[config.mk]
export PLATFORM = sky130hd
export DESIGN_NAME = uart_tx_packet
export DESIGN_NICKNAME = d
export VERILOG_FILES = /design/src/rtl/uart_tx_packet.sv
export SDC_FILE = /design/constraint.sdc
export NUM_CORES = 1
export LEC_CHECK = 0
export BUFFER_PORTS_ARGS = -buffer_cell sky130_fd_sc_hd__buf_4
export CORE_MARGIN = 2
export CORE_UTILIZATION = 30
export DETAILED_ROUTE_END_ITERATION = 7
export GPL_ROUTABILITY_DRIVEN = 0
export GPL_TIMING_DRIVEN = 0
export HOLD_SLACK_MARGIN = 0.15
export SYNTH_ARGS = -nofsm -noshare
export SYNTH_HDL_FRONTEND = slang
export SYNTH_SLANG_ARGS = --single-unit
[constraint.sdc]
create_clock -name clock -period 2.9 [get_ports clock]
set_clock_uncertainty 0.05 [all_clocks]
set_input_delay 0.145 -clock clock [delete_from_list [all_inputs] [get_ports clock]]
set_output_delay 0.145 -clock clock [all_outputs]
set_load 0.05 [all_outputs]
[src/rtl/uart_tx_packet.sv]
// Serialises a 16-bit response word as two 8N1 UART frames, high byte first.
// Reports busy, done on completion, and dropped when a strobe arrives mid-packet.
module uart_tx_packet #(
    parameter int CLKS_PER_BIT   = 5208,
    parameter int INTER_BYTE_GAP = 0
) (
    input  logic        clock,
    input  logic        reset_n,
    input  logic        send_data_tx,
    input  logic [15:0] buffer_tx,
    output logic        tx,
    output logic        busy,
    output logic        done,
    output logic        dropped
);

    localparam int              DivW    = $clog2(CLKS_PER_BIT) + 1;
    localparam logic [DivW-1:0] DivLast = DivW'(CLKS_PER_BIT - 1);
    localparam logic [3:0]      GapLast = 4'(INTER_BYTE_GAP - 1);

    typedef enum logic [2:0] {StIdle, StStart, StData, StStop, StGap} state_e;

    state_e          state_q, state_d;
    logic [DivW-1:0] div_q, div_d;
    logic [2:0]      bit_q, bit_d;
    logic            byte_q, byte_d;
    logic [3:0]      gap_q, gap_d;
    logic [15:0]     shift_q, shift_d;
    logic            tx_d, busy_d, done_d, dropped_d;
    logic            div_last;
    logic [7:0]      cur_byte;

    always_comb begin
        state_d   = state_q;
        div_d     = '0;
        bit_d     = bit_q;
        byte_d    = byte_q;
        gap_d     = gap_q;
        shift_d   = shift_q;
        done_d    = 1'b0;
        dropped_d = send_data_tx && (state_q != StIdle);
        div_last  = (div_q == DivLast);

        unique case (state_q)
            StIdle: begin
                if (send_data_tx) begin
                    shift_d = buffer_tx;
                    byte_d  = 1'b0;
                    bit_d   = 3'd0;
                    state_d = StStart;
                end
            end
            StStart: begin
                if (div_last) begin
                    bit_d   = 3'd0;
                    state_d = StData;
                end else begin
                    div_d = div_q + 1'b1;
                end
            end
            StData: begin
                if (div_last) begin
                    if (bit_q == 3'd7) begin
                        state_d = StStop;
                    end else begin
                        bit_d = bit_q + 3'd1;
                    end
                end else begin
                    div_d = div_q + 1'b1;
                end
            end
            StStop: begin
                if (div_last) begin
                    if (byte_q) begin
                        state_d = StIdle;
                        done_d  = 1'b1;
                    end else if (INTER_BYTE_GAP > 0) begin
                        gap_d   = 4'd0;
                        state_d = StGap;
                    end else begin
                        byte_d  = 1'b1;
                        state_d = StStart;
                    end
                end else begin
                    div_d = div_q + 1'b1;
                end
            end
            StGap: begin
                // Gap is counted in whole bit periods so the divider stays narrow.
                if (div_last) begin
                    if (gap_q == GapLast) begin
                        byte_d  = 1'b1;
                        state_d = StStart;
                    end else begin
                        gap_d = gap_q + 4'd1;
                    end
                end else begin
                    div_d = div_q + 1'b1;
                end
            end
            default: state_d = StIdle;
        endcase

        // Outputs are registered, so they are derived from next-state values.
        busy_d   = (state_d != StIdle);
        cur_byte = byte_d ? shift_d[7:0] : shift_d[15:8];
        case (state_d)
            StStart: tx_d = 1'b0;
            StData:  tx_d = cur_byte[bit_d];
            default: tx_d = 1'b1;
        endcase
    end

    always_ff @(posedge clock or negedge reset_n) begin
        if (!reset_n) begin
            state_q <= StIdle;
            div_q   <= '0;
            bit_q   <= 3'd0;
            byte_q  <= 1'b0;
            gap_q   <= 4'd0;
            shift_q <= 16'h0000;
            tx      <= 1'b1;
            busy    <= 1'b0;
            done    <= 1'b0;
            dropped <= 1'b0;
        end else begin
            state_q <= state_d;
            div_q   <= div_d;
            bit_q   <= bit_d;
            byte_q  <= byte_d;
            gap_q   <= gap_d;
            shift_q <= shift_d;
            tx      <= tx_d;
            busy    <= busy_d;
            done    <= done_d;
            dropped <= dropped_d;
        end
    end

endmodule

==> results of run 1 <==
==> sequential cells by signal, indices dropped and copies added, names as in the netlist <==
name / flops
done: 1
byte_q: 1
shift_q: 16
busy: 1
state_q: 3
bit_q: 3
tx: 1
div_q: 14
dropped: 1
gap_q: 4
==> final timing paths <==
check                      slack, ns                 start              endpoint  cells after the start
max in group asynchronous       2.09               reset_n  shift_q[1]$_DFF_PN0_                      2
max reg2reg                     0.14   div_q[11]$_DFF_PN0_          tx$_DFF_PN1_                      9
max                             0.14   div_q[11]$_DFF_PN0_          tx$_DFF_PN1_                      9
min in group clock              0.42  gap_q[3]$_DFFE_PN0P_  gap_q[3]$_DFFE_PN0P_                      1
min                             0.33               reset_n  gap_q[3]$_DFFE_PN0P_                      2
min reg2reg                     0.42  gap_q[3]$_DFFE_PN0P_  gap_q[3]$_DFFE_PN0P_                      1
==> per-stage QoR <==
stage	instance area, sq um	power [mW]	instances	setup WS, ns	utilization
after global routing	2860	1.11	361	0.00778	0.391
after global placement	2590	0.677	335	0.0186	0.353
after detailed placement	2590	0.677	335	0.0375	0.353
after CTS	2850	1.07	361	0.0143	0.389
final	2860	1.05	361	0.144	0.391
after floorplan	2300	0.644	214	0.420	-
==> synthesized netlist by cell type, types with 3 or more instances <==
cell	count
a21oi_1	9
and3_1	7
buf_2	4
dfrtp_1	44
ha_1	3
inv_1	9
mux2_2	16
mux2i_1	4
nand2_1	12
nand3_1	6
nand3b_1	3
nand4_1	3
nor2_1	23
nor3_1	5
o31ai_1	4
or3_1	4
xnor2_1	8
xor2_1	9
==> cell type report <==
type                            instances  area share
Clock buffer                            8      0.0280
Multi-Input combinational cell        153       0.390
Inverter                               10      0.0149
Sequential cell                        45       0.394
Timing Repair Buffer                   40       0.121
Buffer                                  6     0.00961
Tap cell                               99      0.0433
==> power by group <==
part           switching (mW)  total (mW)  leakage (nW)  internal [mW]
sequential           0.000147       0.628         0.598          0.628
combinational          0.0224      0.0546         0.729         0.0322
clock                   0.198       0.370        0.0395          0.171
total                   0.221        1.05          1.37          0.831
==> metal layers <==
layer  global-route usage  wire, microns  vias up
li1                     -              -      844
met1                0.158           2300      812
met2                0.173           1950       25
met3               0.0274            138        4
met4               0.0379             32        0
met5                    0              0        -
==> critical path: stages, from the launching register on <==
cell,delay (ns)
dfrtp_1,0.41
or3b_1,0.43
or4_4,0.50
nor3_4,0.27
nor3_4,0.11
clkinv_4,0.10
nor3_1,0.04
o31a_1,0.30
nor4_2,0.31
o21a_1,0.17
==> layout by cell type, fill, tap and decap left out, types with 6 or more instances in the layout <==
cell type | netlist | layout
xor2_1 | 9 | 9
mux2_2 | 16 | 16
xnor2_1 | 8 | 8
dfrtp_1 | 44 | 44
nor2_1 | 23 | 22
buf_4 | 0 | 22
and3_1 | 7 | 7
a21oi_1 | 9 | 9
nand3_1 | 6 | 6
nand2_1 | 12 | 12
dlygate4sd3_1 | 0 | 18
inv_1 | 9 | 9
==> logic make-up (layout without fill, tap and decap cells) <==
group	count (synthesis)	count (layout)	share of synthesized area
AO/OA/AOI/OAI	31	31	0.0974
multiplexers	21	21	0.101
XOR/XNOR	17	17	0.0647
AND/OR/NAND/NOR	81	81	0.200
buffers and inverters	16	64	0.0305
adder cells (fa/ha/maj)	3	3	0.0163
flip-flops	45	45	0.490
==> what timing repair did <==
action | 4_1_cts | 5_1_grt
hold buffers | 18 | 0
resized for setup | 0 | 3
endpoints found under the hold margin | 61 | 0
setup endpoints to repair | 0 | 1
==> reports/metrics.yaml, run 1 <==
clock_tree:
  htreeDepth: 2
  cts_tree: "built"
  insertion_delay_ns: 0.29
  path_clk_slew_ns: 0.08
  numCtsBuffers: 5
  cts.sinks: 45
  clk_path_buf_depth: 2
  post-cts-setup-buffers: 0
  root_buffer: "clkbuf_8"
die:
  initial_core_util: 0.314
  rows: 31
  ios: 23
  die_w_microns: 91.6
  die_area_sq_um: 8380
  core_sq_um: 7330
  fp.dieH_microns: 91.6
yosys:
  syn_inst: 214
  ys_seq_elements: 45
  ys.flop_type: "dfrtp_1"
  synthArstFlopShare: 1.00
  ys_types: 49
  yosysSeqAreaShare: 0.490
  synth_area_per_cell_sq_um: 10.7
  yosys-top-cells-area: "dfrtp_1, mux2_2, nor2_1"
  synth_top_area_frac: 0.479
  synth_edf_count: 0
  synth_top_area_cell: "dfrtp_1"
  ys_warn_count: 0
  synth_fp_nets: 236
  netlist_area_sq_um: 2300
sta:
  worstMarginPinSlew_ns: 0.559
  min_period_over_period: 0.950
  slew-limit-headroom: 0.627
  min_period_ns: 2.76
  timing.hold.ws_ns: 0.329
  finalHoldViolations: 0
  final-setup-viol-count: 0
  rsz0062_at_grt: "false"
  tns_ns: 0
  fmax_mhz: 363
  drv_slew: 0
finish:
  multiInputGateArea_sq_um: 1120
  n_fill_cell: 718
  seqCellArea_sq_um: 1130
  insertedDiodeCount: 0
  drive_gt1_frac: 0.233
  area_delta_synth_final_pct: 24.5
  nNetsFinal: 283
worst_setup_path:
  crit_type: "reg -> reg"
  crit_arrival_ns: 2.95
  critPathMaxFanout: 7
  start_kind: "flop"
  required_ns: 3.09
  endpoint_kind: "flop"
drt:
  via_per_inst: 4.67
  drtIter0Drc: 57
  finalWirelength_microns: 4430
  drcViolationCount: 0
  wl_per_cell_microns: 12.3
  ant_nets: 0
  dr_total_vias: 1685
  drt_pre_antenna_iters: 4
global_routing:
  overflow: 0
  grt_max_degree: 46
  grtUsageTotal: 0.114
  first_global_vias: 1657
  grt_antenna_before_repair: 0
  grt_first_pass_wirelength_microns: 7660
placement:
  dp_hpwl_microns: 3120
  io_buffers: 22
pwr:
  cellPowerDensity_nw_per_um2: 367
  cellLeakagePower_nw: 1.37
  ir_worst_vdd_v: 0.000146
run_status:
  outcome: "finished, final reports clean"
worst_hold_path:
  min_path_type: "in -> async"
run:
  cap_violations: 0
Power figures use the tool's default switching activity.
==> run 2, diff against run 1 <==
Settings changed: ABC_AREA set to 1, SLEW_MARGIN set to 20.
Clock period 2.9 ns to 3.45 ns, I/O delays scaled along.
==> run 2 against run 1 <==
Net effect:
- die area up 4.3%
- synthesized cell count up 40%
- cell area up 4.7%
- clock power up 26%
- routed wire length up 8.6%
- synthesized area up 4.5%
- non-clock buffer count down 3
- critical path depth up 4
- largest cell class unchanged
- largest power group unchanged
==> reports/metrics.yaml, run 2 <==
sta:
  min_period_over_period: 0.664
  slew-limit-headroom: 0.628
  fmax_mhz: 436
  final-setup-viol-count: 0
  worstMarginPinSlew_ns: 0.557
  timing.hold.ws_ns: 0.205
  finalHoldViolations: 0
  rsz0062_at_grt: "false"
  tns_ns: 0
  final.setup.worst_slack_ns: 1.16
  drv_slew: 0
  min_period_ns: 2.29
yosys:
  synthArstFlopShare: 1.00
  synth_top_area_cell: "dfrtp_1"
  netlist_area_sq_um: 2400
  syn_inst: 299
  yosys-top-cells-area: "dfrtp_1, nand2_1, nand3_1"
  ys_warn_count: 0
  ys_seq_elements: 45
  synthTopCellsByCount: "nand2_1, dfrtp_1, nand3_1"
  synth_top_area_frac: 0.458
  yosysSeqAreaShare: 0.469
  synth_most_common_cell: "nand2_1"
  ys_types: 37
  synth_edf_count: 0
  ys.flop_type: "dfrtp_1"
  synth_area_per_cell_sq_um: 8.03
  synth_fp_nets: 321
worst_setup_path:
  crit_type: "reg -> reg"
  cp_slowest_cell: "nor4_1"
  required_ns: 3.64
  critPathMaxFanout: 3
  critPathMaxStageDelay_ns: 0.40
  path_cells: "ha_1 > nand2_1 > nor3_1 > nand3_1 > nor4_1 > nand2_1 > nand2_1 > nand2_1 > nor2_1 > inv_1 > nor2_1 > nand2_1 > nand2_1"
  endpoint_kind: "flop"
  crit_top_cell: "nand2_1"
  start_kind: "flop"
  crit_arrival_ns: 2.48
  critPathTopFamily: "simple AND/OR/NAND/NOR gates"
  crit_buf_inv: 1
clock_tree:
  root_buffer: "clkbuf_8"
  insertion_delay_ns: 0.30
  cts.sinks: 45
  postCtsResizedCells: 0
  cts_tree: "built"
  path_clk_slew_ns: 0.08
  numCtsBuffers: 5
  clk_path_buf_depth: 2
  htreeDepth: 2
drt:
  drtIter0Drc: 73
  drcViolationCount: 0
  finalWirelength_microns: 4810
  ant_nets: 0
  via_per_inst: 4.53
  drt_pre_antenna_iters: 4
  dr_total_vias: 2031
  wl_per_cell_microns: 10.7
placement:
  placedInstanceArea_sq_um: 2700
  dp_slack_ns: 1.23
  io_buffers: 22
  dp.cells: 423
  dp_hpwl_microns: 3560
finish:
  area_delta_synth_final_pct: 24.8
  stdcell_count: 448
  largest_register_ffs: 16
  final_cell_area_sq_um: 3000
  largest_registers: "shift_q x16, div_q x14, gap_q x4"
  nNetsFinal: 367
  final_cell_mix: "nand2_1, dfrtp_1, nand3_1"
  final_common_cell: "nand2_1"
  largest_register: "shift_q"
  drive_gt1_frac: 0.168
  insertedDiodeCount: 0
global_routing:
  grt_antenna_before_repair: 0
  grt_max_degree: 46
  grtUsageTotal: 0.125
  overflow: 0
  first_global_vias: 1981
  grt_first_pass_wirelength_microns: 8810
die:
  initial_core_util: 0.311
  die_w_microns: 93.5
  core_sq_um: 7730
  die_area_sq_um: 8740
  ios: 23
  fp.dieH_microns: 93.5
  rows: 32
run_status:
  outcome: "finished, final reports clean"
pwr:
  cellLeakagePower_nw: 1.47
  cellPowerDensity_nw_per_um2: 356
  ir_worst_vdd_v: 0.000173
worst_hold_path:
  min_path_type: "in -> reg"
run:
  cap_violations: 0
==> run 2: cell type report <==
| cell class | count | area (sq um) |
|---|---|---|
| Buffer | 4 | 28.8 |
| Clock buffer | 5 | 68.8 |
| Clock inverter | 3 | 65.1 |
| Fill cell | 780 | 4730 |
| Inverter | 34 | 130 |
| Multi-Input combinational cell | 216 | 1120 |
| Sequential cell | 45 | 1130 |
| Tap cell | 102 | 128 |
| Timing Repair Buffer | 39 | 335 |
==> run 2: layer usage <==
metal / up-vias / track usage / part of all wire
li1: 1061 / - / -
met1: 937 / 0.157 / 0.46
met2: 26 / 0.218 / 0.49
met3: 7 / 0.0274 / 0.028
met4: 0 / 0.0306 / 0.017
met5: - / 0 / 0
==> run 2: stage by stage <==
stage / total power [mW] / util
after CTS: 1.08 / 0.388
after detailed placement: 0.598 / 0.349
after global placement: 0.597 / 0.349
final: 1.07 / 0.388
after global routing: 1.11 / 0.388
after floorplan: 0.566 / -
==> run 2: path summary, 6_finish.rpt <==
check / start / slack [ns] / cells after the start / endpoint
worst max-delay path: div_q[0]$_DFF_PN0_ / 1.16 / 13 / tx$_DFF_PN1_
worst min-delay path: send_data_tx / 0.21 / 3 / dropped$_DFF_PN0_
worst max register to register: div_q[0]$_DFF_PN0_ / 1.16 / 13 / tx$_DFF_PN1_
worst min register to register: shift_q[7]$_DFF_PN0_ / 0.43 / 2 / shift_q[7]$_DFF_PN0_
max in group asynchronous: reset_n / 2.61 / 2 / state_q[1]$_DFF_PN0_
min in group asynchronous: reset_n / 0.35 / 2 / div_q[11]$_DFF_PN0_
==> run 2: where the power goes <==
part / total, mW / internal (mW) / switching [mW]
clock network: 0.467 / 0.288 / 0.179
registers: 0.540 / 0.537 / 0.00332
logic: 0.0605 / 0.0323 / 0.0282
==> run 2: timing repair <==
action                     4_1_cts  5_1_grt
setup endpoints to repair        0        0
hold endpoints to repair        60        0
buffers inserted                 0        0
hold buffers                    17        0
==> run 2: worst reg2reg max path: stages, from the launching register on <==
cell     delay, ns
dfrtp_1       0.38
ha_1          0.21
nand2_1       0.10
nor3_1        0.24
nand3_1       0.11
nor4_1        0.40
nand2_1       0.14
nand2_1       0.09
nand2_1       0.05
nor2_1        0.20
inv_1         0.09
nor2_1        0.09
nand2_1       0.06
nand2_1       0.05
==> run 2: kinds of logic (layout without fill, tap and decap cells) <==
logic type | after synthesis | after routing | synth area share
and+or+nand+nor | 187 | 187 | 0.370
DFF | 45 | 45 | 0.469
buffers and inverters | 38 | 85 | 0.0661
AOI/OAI and AO/OA | 18 | 18 | 0.0490
xor gates and xnor gates | 7 | 7 | 0.0255
adders and majority gates | 3 | 3 | 0.0156
muxes | 1 | 1 | 0.00469
